### src/rtl/bw_mult_arbiter_pkg.sv
`default_nettype none
// ============================================================================
// Module   : bw_mult_arbiter_pkg
// Purpose  : Shared FSM encoding, operand/product widths and the 4x4 signed
//            Baugh-Wooley multiplier used by bw_mult_arbiter.
// Revision : 1.0 - initial release
// ============================================================================
package bw_mult_arbiter_pkg;

    localparam int OP_W = 4;
    localparam int P_W  = 8;

    typedef enum logic [1:0] {
        ST_IDLE = 2'd0,
        ST_MUL  = 2'd1,
        ST_HOLD = 2'd2
    } state_t;

    // Baugh-Wooley array: sign-row partial products inverted, with the
    // 2^4 + 2^7 correction folded into the initial accumulator value.
    function automatic logic [P_W-1:0] bw_mul4(input logic [OP_W-1:0] a,
                                               input logic [OP_W-1:0] b);
        logic [P_W-1:0] acc;
        acc = 8'h90;
        for (int i = 0; i < 3; i++) begin
            for (int j = 0; j < 3; j++) begin
                acc = acc + ({7'd0, a[i] & b[j]} << (i + j));
            end
            acc = acc + ({7'd0, ~(a[i] & b[3])} << (i + 3));
            acc = acc + ({7'd0, ~(a[3] & b[i])} << (i + 3));
        end
        acc = acc + ({7'd0, a[3] & b[3]} << 6);
        return acc;
    endfunction

endpackage
`default_nettype wire

### src/rtl/bw_mult_arbiter_rr_arbiter.sv
`default_nettype none
// ============================================================================
// Module   : bw_mult_arbiter_rr_arbiter
// Purpose  : Combinational round-robin picker; search starts at last+1 and
//            wraps modulo NUM_REQ. One-hot grant plus binary id.
// Revision : 1.0 - initial release
// ============================================================================
module bw_mult_arbiter_rr_arbiter #(
    parameter int NUM_REQ = 4,
    parameter int ID_W    = 2
) (
    input  logic [NUM_REQ-1:0] valid,
    input  logic [ID_W-1:0]    last,
    output logic [NUM_REQ-1:0] grant,
    output logic [ID_W-1:0]    id,
    output logic               any
);

    int              w_idx;
    logic [ID_W-1:0] w_sel;

    always_comb begin
        grant = '0;
        id    = '0;
        any   = 1'b0;
        w_idx = 0;
        w_sel = '0;
        for (int off = 1; off <= NUM_REQ; off++) begin
            w_idx = int'(last) + off;
            if (w_idx >= NUM_REQ) begin
                w_idx = w_idx - NUM_REQ;
            end
            w_sel = ID_W'(w_idx);
            if (!any && valid[w_sel]) begin
                any          = 1'b1;
                grant[w_sel] = 1'b1;
                id           = w_sel;
            end
        end
    end

endmodule
`default_nettype wire

### src/rtl/bw_mult_arbiter.sv
`default_nettype none
// ============================================================================
// Module   : bw_mult_arbiter
// Purpose  : Round-robin front end sharing one 4x4 signed Baugh-Wooley
//            multiplier among NUM_REQ requesters. Optional BWMA_PERF_EN adds
//            per-requester 16-bit grant counters.
// Revision : 1.0 - initial release
// ============================================================================
module bw_mult_arbiter
    import bw_mult_arbiter_pkg::*;
#(
    parameter int NUM_REQ = 4,
    parameter int ID_W    = 2
) (
    input  logic                    clk,
    input  logic                    rst,
    input  logic [NUM_REQ-1:0]      req_valid,
    output logic [NUM_REQ-1:0]      req_ready,
    input  logic [OP_W*NUM_REQ-1:0] req_a,
    input  logic [OP_W*NUM_REQ-1:0] req_b,
    output logic                    rsp_valid,
    input  logic                    rsp_ready,
    output logic [ID_W-1:0]         rsp_id,
    output logic [P_W-1:0]          rsp_p,
`ifdef BWMA_PERF_EN
    output logic [16*NUM_REQ-1:0]   perf_grant_cnt,
`endif
    output logic                    busy
);

    state_t              r_state;
    state_t              w_next;
    logic [ID_W-1:0]     r_last;
    logic [ID_W-1:0]     w_win_id;
    logic [NUM_REQ-1:0]  w_grant;
    logic                w_any;
    logic                w_accept;
    logic [OP_W-1:0]     r_a;
    logic [OP_W-1:0]     r_b;
    logic [OP_W-1:0]     w_sel_a;
    logic [OP_W-1:0]     w_sel_b;
    logic [OP_W-1:0]     w_mask_a [NUM_REQ];
    logic [OP_W-1:0]     w_mask_b [NUM_REQ];
    logic [P_W-1:0]      w_prod;

    bw_mult_arbiter_rr_arbiter #(
        .NUM_REQ (NUM_REQ),
        .ID_W    (ID_W)
    ) u_rr (
        .valid (req_valid),
        .last  (r_last),
        .grant (w_grant),
        .id    (w_win_id),
        .any   (w_any)
    );

    // Grants are only offered from IDLE and never while reset is asserted.
    assign w_accept  = (r_state == ST_IDLE) && !rst && w_any;
    assign req_ready = w_accept ? w_grant : '0;

    for (genvar g = 0; g < NUM_REQ; g++) begin : g_opmux
        assign w_mask_a[g] = req_a[OP_W*g +: OP_W] & {OP_W{w_grant[g]}};
        assign w_mask_b[g] = req_b[OP_W*g +: OP_W] & {OP_W{w_grant[g]}};
    end

    always_comb begin
        w_sel_a = '0;
        w_sel_b = '0;
        for (int i = 0; i < NUM_REQ; i++) begin
            w_sel_a = w_sel_a | w_mask_a[i];
            w_sel_b = w_sel_b | w_mask_b[i];
        end
    end

    assign w_prod = bw_mul4(r_a, r_b);

    always_ff @(posedge clk) begin
        if (rst) begin
            r_state <= ST_IDLE;
        end else begin
            r_state <= w_next;
        end
    end

    always_comb begin
        w_next = r_state;
        busy   = (r_state != ST_IDLE);
        case (r_state)
            ST_IDLE: if (w_accept)  w_next = ST_MUL;
            ST_MUL:                 w_next = ST_HOLD;
            ST_HOLD: if (rsp_ready) w_next = ST_IDLE;
            default:                w_next = ST_IDLE;
        endcase
    end

    always_ff @(posedge clk) begin
        if (rst) begin
            r_a       <= '0;
            r_b       <= '0;
            r_last    <= ID_W'(NUM_REQ - 1);
            rsp_valid <= 1'b0;
            rsp_id    <= '0;
            rsp_p     <= '0;
        end else begin
            if (w_accept) begin
                r_a    <= w_sel_a;
                r_b    <= w_sel_b;
                r_last <= w_win_id;
                rsp_id <= w_win_id;
            end
            if (r_state == ST_MUL) begin
                rsp_p     <= w_prod;
                rsp_valid <= 1'b1;
            end else if (r_state == ST_HOLD && rsp_ready) begin
                rsp_valid <= 1'b0;
            end
        end
    end

`ifdef BWMA_PERF_EN
    for (genvar g = 0; g < NUM_REQ; g++) begin : g_perf
        logic [15:0] r_cnt;
        always_ff @(posedge clk) begin
            if (rst) begin
                r_cnt <= '0;
            end else if (w_accept && w_grant[g]) begin
                r_cnt <= r_cnt + 16'd1;
            end
        end
        assign perf_grant_cnt[16*g +: 16] = r_cnt;
    end
`endif

endmodule
`default_nettype wire

### config.mk
export PLATFORM = sky130hd
export DESIGN_NAME = bw_mult_arbiter
export DESIGN_NICKNAME = d
export VERILOG_FILES = /design/src/rtl/bw_mult_arbiter_pkg.sv /design/src/rtl/bw_mult_arbiter_rr_arbiter.sv /design/src/rtl/bw_mult_arbiter.sv
export SDC_FILE = /design/constraint.sdc
export NUM_CORES = 1
export LEC_CHECK = 0
export BUFFER_PORTS_ARGS = -buffer_cell sky130_fd_sc_hd__buf_2
export CAP_MARGIN = 20
export CORE_MARGIN = 2
export CORE_UTILIZATION = 50
export CTS_CLUSTER_DIAMETER = 200
export DETAILED_ROUTE_END_ITERATION = 12
export PLACE_DENSITY = 0.78
export SLEW_MARGIN = 10
export SYNTH_ARGS = -nofsm -noshare
export SYNTH_HDL_FRONTEND = slang
export SYNTH_SLANG_ARGS = --single-unit
### constraint.sdc
create_clock -name clk -period 2.9 [get_ports clk]
set_input_delay 0.145 -clock clk [delete_from_list [all_inputs] [get_ports clk]]
set_output_delay 0.145 -clock clk [all_outputs]
set_load 0.03 [all_outputs]
# Yosys cells after proc, flatten, opt, wreduce, memory -nomap -nowiden
# Index checks and enable logic that the tools add are counted.
[totals] word_cells=142 input_bits=39 ff_bits=23
[classes] bitwise=39 n_reduce_logical=18 addsub=24 eq_ne=4 mux=38 magnitude_cmp=12
[ops] op="$or A4 B4 Y4" n=9
[ops] op="$add A8 B4 Y8" n=4
[ops] op="$and A4 B4 Y4" n=8
[ops] op="$add A8 B3 Y8" n=3
[ops] op="$add A8 B5 Y8" n=3
[ops] op="$mux W2" n=10
[ops] op="$mux W4" n=5
[ops] op="$add A8 B2 Y8" n=2
[ops] op="$add A8 B6 Y8" n=2
[ops] op="$and A1 B1 Y1" n=16
[ops] op="$mux W1" n=14
[ops] op="$lt A2 B3 Y1 const B" n=4
[ops] op="$logic_and A1 B1 Y1" n=10
[ops] op="$ge A3 B3 Y1 const B" n=3
[ops] op="$add A8 B1 Y8 const A" n=1
[ops] op="$add A8 B7 Y8" n=1
[ops] op="$bmux W1 S2" n=4
[ops] op="$demux W1 S2" n=4
[ops] op="$ge A2 B1 Y1 const B" n=4
[ops] op="$sub A2 B1 Y2 const B" n=4
[ops] op="$add A2 B2 Y3 const B" n=2
[ops] op="$not A1 Y1" n=6
[ops] op="$pmux W2 S3" n=1
[ops] op="$add A2 B3 Y4 const B" n=1
[ops] op="other kinds (9)" n=14

# Logic depth before layout (Yosys ltp)
[depth] word_depth=19 depth_mapped=12 depth_no_buf=11

# Hierarchy
# From an unflattened synthesis, not the netlist that was laid out.
[unflattened] hier_cells=214 hier_area_um2=1905.6
[by_module_without_submodules] mod="bw_mult_arbiter" n_inst=1 area_each_um2=1380.1 cells_each=146 seq_area_each_um2=460.4
[by_module_without_submodules] mod="bw_mult_arbiter_rr_arbiter" n_inst=1 area_each_um2=525.5 cells_each=68 seq_area_each_um2=0.0

# Least setup slack after synthesis
# Ideal clock, no wire load.
[synth_path] kind="register -> output" startpoint="register r_last[0]" endpoint="output req_ready[0]" arrival_ns=2.688 path_slack_ns=0.067 path_stages_with_launch=12 cell_sequence="dfxtp_1 > buf_2 > inv_1 > ha_1 > clkbuf_1 > and3b_1 > nor3_1 > a311oi_2 > buf_6 > buf_8 > nand2_1 > a31oi_1"
[synth_between] elab_chain_len=17
[synth_rtl] item="from (decl)" line="bw_mult_arbiter.sv:33" source="logic [ID_W-1:0] r_last;"
[synth_rtl] item="from (signal assigned)" line="bw_mult_arbiter.sv:100" source="r_last <= ID_W'(NUM_REQ - 1);"
[synth_rtl] item="from (signal assigned)" line="bw_mult_arbiter.sv:108" source="r_last <= w_win_id;"
[synth_rtl] item="branches (longest 16 deep; another with $add A2 B1 Y3)"
[synth_rtl] item="$mux W4 *" line="bw_mult_arbiter.sv:59" source="assign req_ready = w_accept ? w_grant : '0;"
[synth_rtl] item="to (decl)" line="bw_mult_arbiter.sv:18" source="output logic [NUM_REQ-1:0] req_ready,"
# Every way passes the cells marked *. The select of a mux whose other input is x is not followed.

# Worst setup path in the final report
[layout_path] startpoint="register r_a[1]" endpoint="register rsp_p[7]"
[layout_between] elab_chain_len=12
[layout_rtl] item="from (decl)" line="bw_mult_arbiter.sv:38" source="logic [OP_W-1:0] r_a;"
[layout_rtl] item="from (signal assigned)" line="bw_mult_arbiter.sv:106" source="r_a <= w_sel_a;"
[layout_rtl] item="$and A1 B1 Y1" line="bw_mult_arbiter_pkg.sv:27" source="acc = acc + ({7'd0, a[i] & b[j]} << (i + j));"
[layout_rtl] item="$add A8 B2 Y8" line="bw_mult_arbiter_pkg.sv:27"
[layout_rtl] item="$add A8 B3 Y8" line="bw_mult_arbiter_pkg.sv:27"
[layout_rtl] item="$add A8 B4 Y8" line="bw_mult_arbiter_pkg.sv:27"
[layout_rtl] item="$add A8 B5 Y8 *" line="bw_mult_arbiter_pkg.sv:29" source="acc = acc + ({7'd0, ~(a[i] & b[3])} << (i + 3));"
[layout_rtl] item="$add A8 B5 Y8 *" line="bw_mult_arbiter_pkg.sv:30" source="acc = acc + ({7'd0, ~(a[3] & b[i])} << (i + 3));"
[layout_rtl] item="$add A8 B3 Y8 *" line="bw_mult_arbiter_pkg.sv:27"
[layout_rtl] item="$add A8 B4 Y8 *" line="bw_mult_arbiter_pkg.sv:27"
[layout_rtl] item="$add A8 B5 Y8 *" line="bw_mult_arbiter_pkg.sv:27"
[layout_rtl] item="$add A8 B6 Y8 *" line="bw_mult_arbiter_pkg.sv:29"
[layout_rtl] item="$add A8 B6 Y8 *" line="bw_mult_arbiter_pkg.sv:30"
[layout_rtl] item="$add A8 B7 Y8 *" line="bw_mult_arbiter_pkg.sv:32" source="acc = acc + ({7'd0, a[3] & b[3]} << 6);"
[layout_rtl] item="to (signal assigned)" line="bw_mult_arbiter.sv:112" source="rsp_p <= w_prod;"
[layout_rtl] item="to (decl)" line="bw_mult_arbiter.sv:24" source="output logic [P_W-1:0] rsp_p,"
# Mark *: on every way between the ends. The rest lies on a longest branch, timed or not.
# A chain may end at the register's enable or synchronous reset.

==> flow_summary_export.csv <==
group,metric,value,unit
global_route,grt.overflow.total,0,
drt,dr.pass1.iters,4,
final_layout,diodes,0,
drt,ant_nets,0,
setup_path,crit_top_cell,"fa_1",
timing,rsz0062_at_grt,"no",
yosys,avgSynthCellArea,8.05,µm²
setup_path,cp_num_cells,9,
global_route,grt_usage,0.232,
global_route,grt_max_degree,28,
yosys,dominantRegCellSynth,"dfxtp_1",
yosys,ys_ff_latch,23,
timing,final_max_slew_viol_count,0,
setup_path,endpoint,"rsp_p[7]$_SDFFE_PP0P_",
setup_path,critPathTopFamily,"adder cells",
timing,setup_viol,0,
pwr,peakVddDrop,349,µV
die,die-height,73.0,µm
final_layout,drive_gt1_frac,0.297,
placed_design,dp_hpwl,4440,µm
pwr,seqPwrFrac,0.238,
yosys,synth_edf_count,0,
pwr,switchingPower,851,µW
yosys,synth_cells,296,
yosys,ys_types,50,
pwr,sw_frac_of_total,0.464,
pwr,clkPwrFrac,0.110,
timing,setup_tns,0,ns
setup_path,rr_endpoint,"rsp_p[7]$_SDFFE_PP0P_",
global_route,antenna_found_initial,0,
setup_path,startpoint,"r_a[1]$_SDFFE_PP0P_",
timing,max_slew_margin,0.509,
final_layout,final_cell_mix,"55 x buf_2, 47 x nand2_1, 24 x nand3_1, 18 x dfxtp_1",
pwr,powerDensity,665,nW/µm²
pwr,comb_power_share,0.652,
clock_tree,clock-sinks,23,
die,core_area,4660,µm²
clock_tree,clk-insertion-delay-late,0.27,ns
clock_tree,clockBufferDepth,2,
global_route,grt_pass1_vias,2081,
run_status,outcome,"finished clean",
final_layout,layout_commonest_cell,"buf_2",
clock_tree,cts_hold_buf,0,
timing,hold_viol,0,
timing,period_share,0.945,
global_route,grt_pass1_wl,9940,µm
die,boundaryPins,55,
setup_path,cp-end-kind,"flip-flop",
setup_path,cp_max_fo,5,
clock_tree,cts-root-buf,"clkbuf_8",
die,die_area,5340,µm²
drt,viasPerCell,6.03,
flow_run,cap_violations,0,
yosys,async_reset_ff_frac,0,
timing,finalCriticalPeriod,2.74,ns
drt,routed_wl,6080,µm
drt,drc,0,
timing,worst_clock_skew,0.00790,ns
placed_design,port_buffers,54,
drt,wl_per_cell,15.2,µm
drt,vias,2419,
yosys,ys_warn_count,0,
drt,drt-initial-drc-count,131,
placed_design,place.gp.congestion,0.885,
yosys,ys_seq_area_frac,0.193,
clock_tree,clkTransAtPathRegs,0.09,ns
worst_hold_path,hold_path_class,"in2reg",
die,initial_core_util,0.511,
setup_path,crit_path_start_kind,"flip-flop",
yosys,synthesis.area,2380,µm²
setup_path,worstRegToRegCells,9,
final_layout,nets,410,
final_layout,syn_to_final_growth,15.6,%
pwr,power.leakage,0.00119,µW
setup_path,rrSetupSlack,0.16,ns
setup_path,path_class,"reg2reg",
final_layout,final_core_util,0.591,
clock_tree,cts_buffers,3,
clock_tree,h-tree-depth,1,
setup_path,slowest_stage,"fa_1",
die,die_w,73.0,µm
pwr,intPower,982,µW
timing,worst_pin_slew,0.735,ns
setup_path,timing.rr.start,"r_a[1]$_SDFFE_PP0P_",
setup_path,path_buf_inv,0,
setup_path,crit_arrival,2.88,ns
yosys,synth_nets,358,
setup_path,slowest_delay,0.57,ns
setup_path,required,3.04,ns
setup_path,crit_chain,"and2_1, fa_1, fa_1, ha_2, fa_2, a21o_1, a21oi_2, xnor2_1, a211oi_1",
timing,max_freq,365,MHz
die,rows,25,
clock_tree,cts_tree,"built",
[sequential cells by signal, summed over array words and instances, names as in the netlist]
signal,cells
r_a,4
rsp_p,8
r_last,2
r_b,4
r_state,2
rsp_valid,1
rsp_id,2
[repair_timing]
item,CTS,global route
gates resized for setup,1,10
setup endpoints to repair,2,5
pin swaps,1,3
cloned,0,1
setup buffers,1,0
[power groups by stage]
stage | clock network [µW] | logic [µW] | registers [µW]
floorplan | 0 | 843 | 488
global placement | 0 | 1130 | 434
detailed placement | 0 | 1140 | 439
CTS | 208 | 1150 | 433
global route | 222 | 1310 | 449
finish | 201 | 1200 | 436
[cell type report]
cell class	count	area, µm²
Clock inverter	1	5.00
Fill cell	418	1910
Inverter	11	41.3
Timing Repair Buffer	67	369
Multi-Input combinational cell	242	1760
Sequential cell	23	467
Clock buffer	3	41.3
Tap cell	54	67.6
[cell families after synthesis]
logic type / count (synthesis) / share of synthesized area
buffers and inverters: 31 / 0.0761
DFF: 23 / 0.193
and+or+nand+nor: 140 / 0.312
adders and majority gates: 23 / 0.136
AOI/OAI and AO/OA: 74 / 0.251
muxes: 2 / 0.0205
xor gates and xnor gates: 3 / 0.0110
[worst min-delay path: cells and delay by family]
family                 cells  cell delay (ns)
AND/OR/NAND/NOR            1             0.10
buffers and inverters      1             0.09
AO/OA/AOI/OAI              1             0.05
[synthesized netlist by cell type (2+ instances only)]
library cell  number  share of area
nand2_1           47          0.074
nand3_1           24          0.050
dfxtp_1           23           0.19
a21oi_1           18          0.038
ha_1              18          0.094
nor2_1            17          0.027
a221oi_1          11          0.040
inv_1             11          0.017
nor2b_1           10          0.026
a22o_1             9          0.033
a311oi_2           9          0.057
a31oi_1            9          0.024
nand2b_1           9          0.024
and2_1             7          0.018
and4_4             7          0.033
clkbuf_1           7          0.011
buf_2              6          0.013
fa_1               5          0.042
buf_6              4          0.019
a211oi_1           3         0.0094
a21o_1             3         0.0094
nand3b_1           3         0.0094
nor3b_1            3         0.0094
o21ai_0            3         0.0063
xnor2_1            3          0.011
and3b_1            2         0.0074
or3b_1             2         0.0074
[worst min-delay path by stage]
stage	startpoint	endpoint	slack [ns]	cells after the start
after floorplan	rst	r_b[0]$_SDFFE_PP0P_	0.21	1
after global placement	rsp_ready	r_state[1]$_SDFFE_PP0P_	0.43	3
after detailed placement	rsp_ready	r_state[1]$_SDFFE_PP0P_	0.45	3
after CTS	rsp_ready	r_state[1]$_SDFFE_PP0P_	0.15	3
after global routing	rsp_ready	r_state[1]$_SDFFE_PP0P_	0.18	3
final	rsp_ready	r_state[1]$_SDFFE_PP0P_	0.15	3
[per-stage QoR]
step	hold WS (ns)	power (µW)	setup slack, ns	area, µm²	instances
after floorplan	0.213	1330	0.0671	2380	296
after global placement	0.432	1560	0.0973	2660	395
after detailed placement	0.445	1580	-0.00649	2660	395
after CTS	0.150	1790	0.0163	2720	400
after global routing	0.175	1980	0.0211	2760	401
final	0.153	1830	0.160	2760	401
[routing by layer]
| layer | wire length [µm] | up-vias | global-route usage |
|---|---|---|---|
| met5 | 0 | - | 0 |
| met4 | 78 | 0 | 0.0720 |
| met3 | 351 | 7 | 0.0221 |
| met2 | 2970 | 98 | 0.390 |
| met1 | 2680 | 1122 | 0.313 |
| li1 | - | 1192 | - |
No activity file was read; power rests on OpenSTA's default activity.
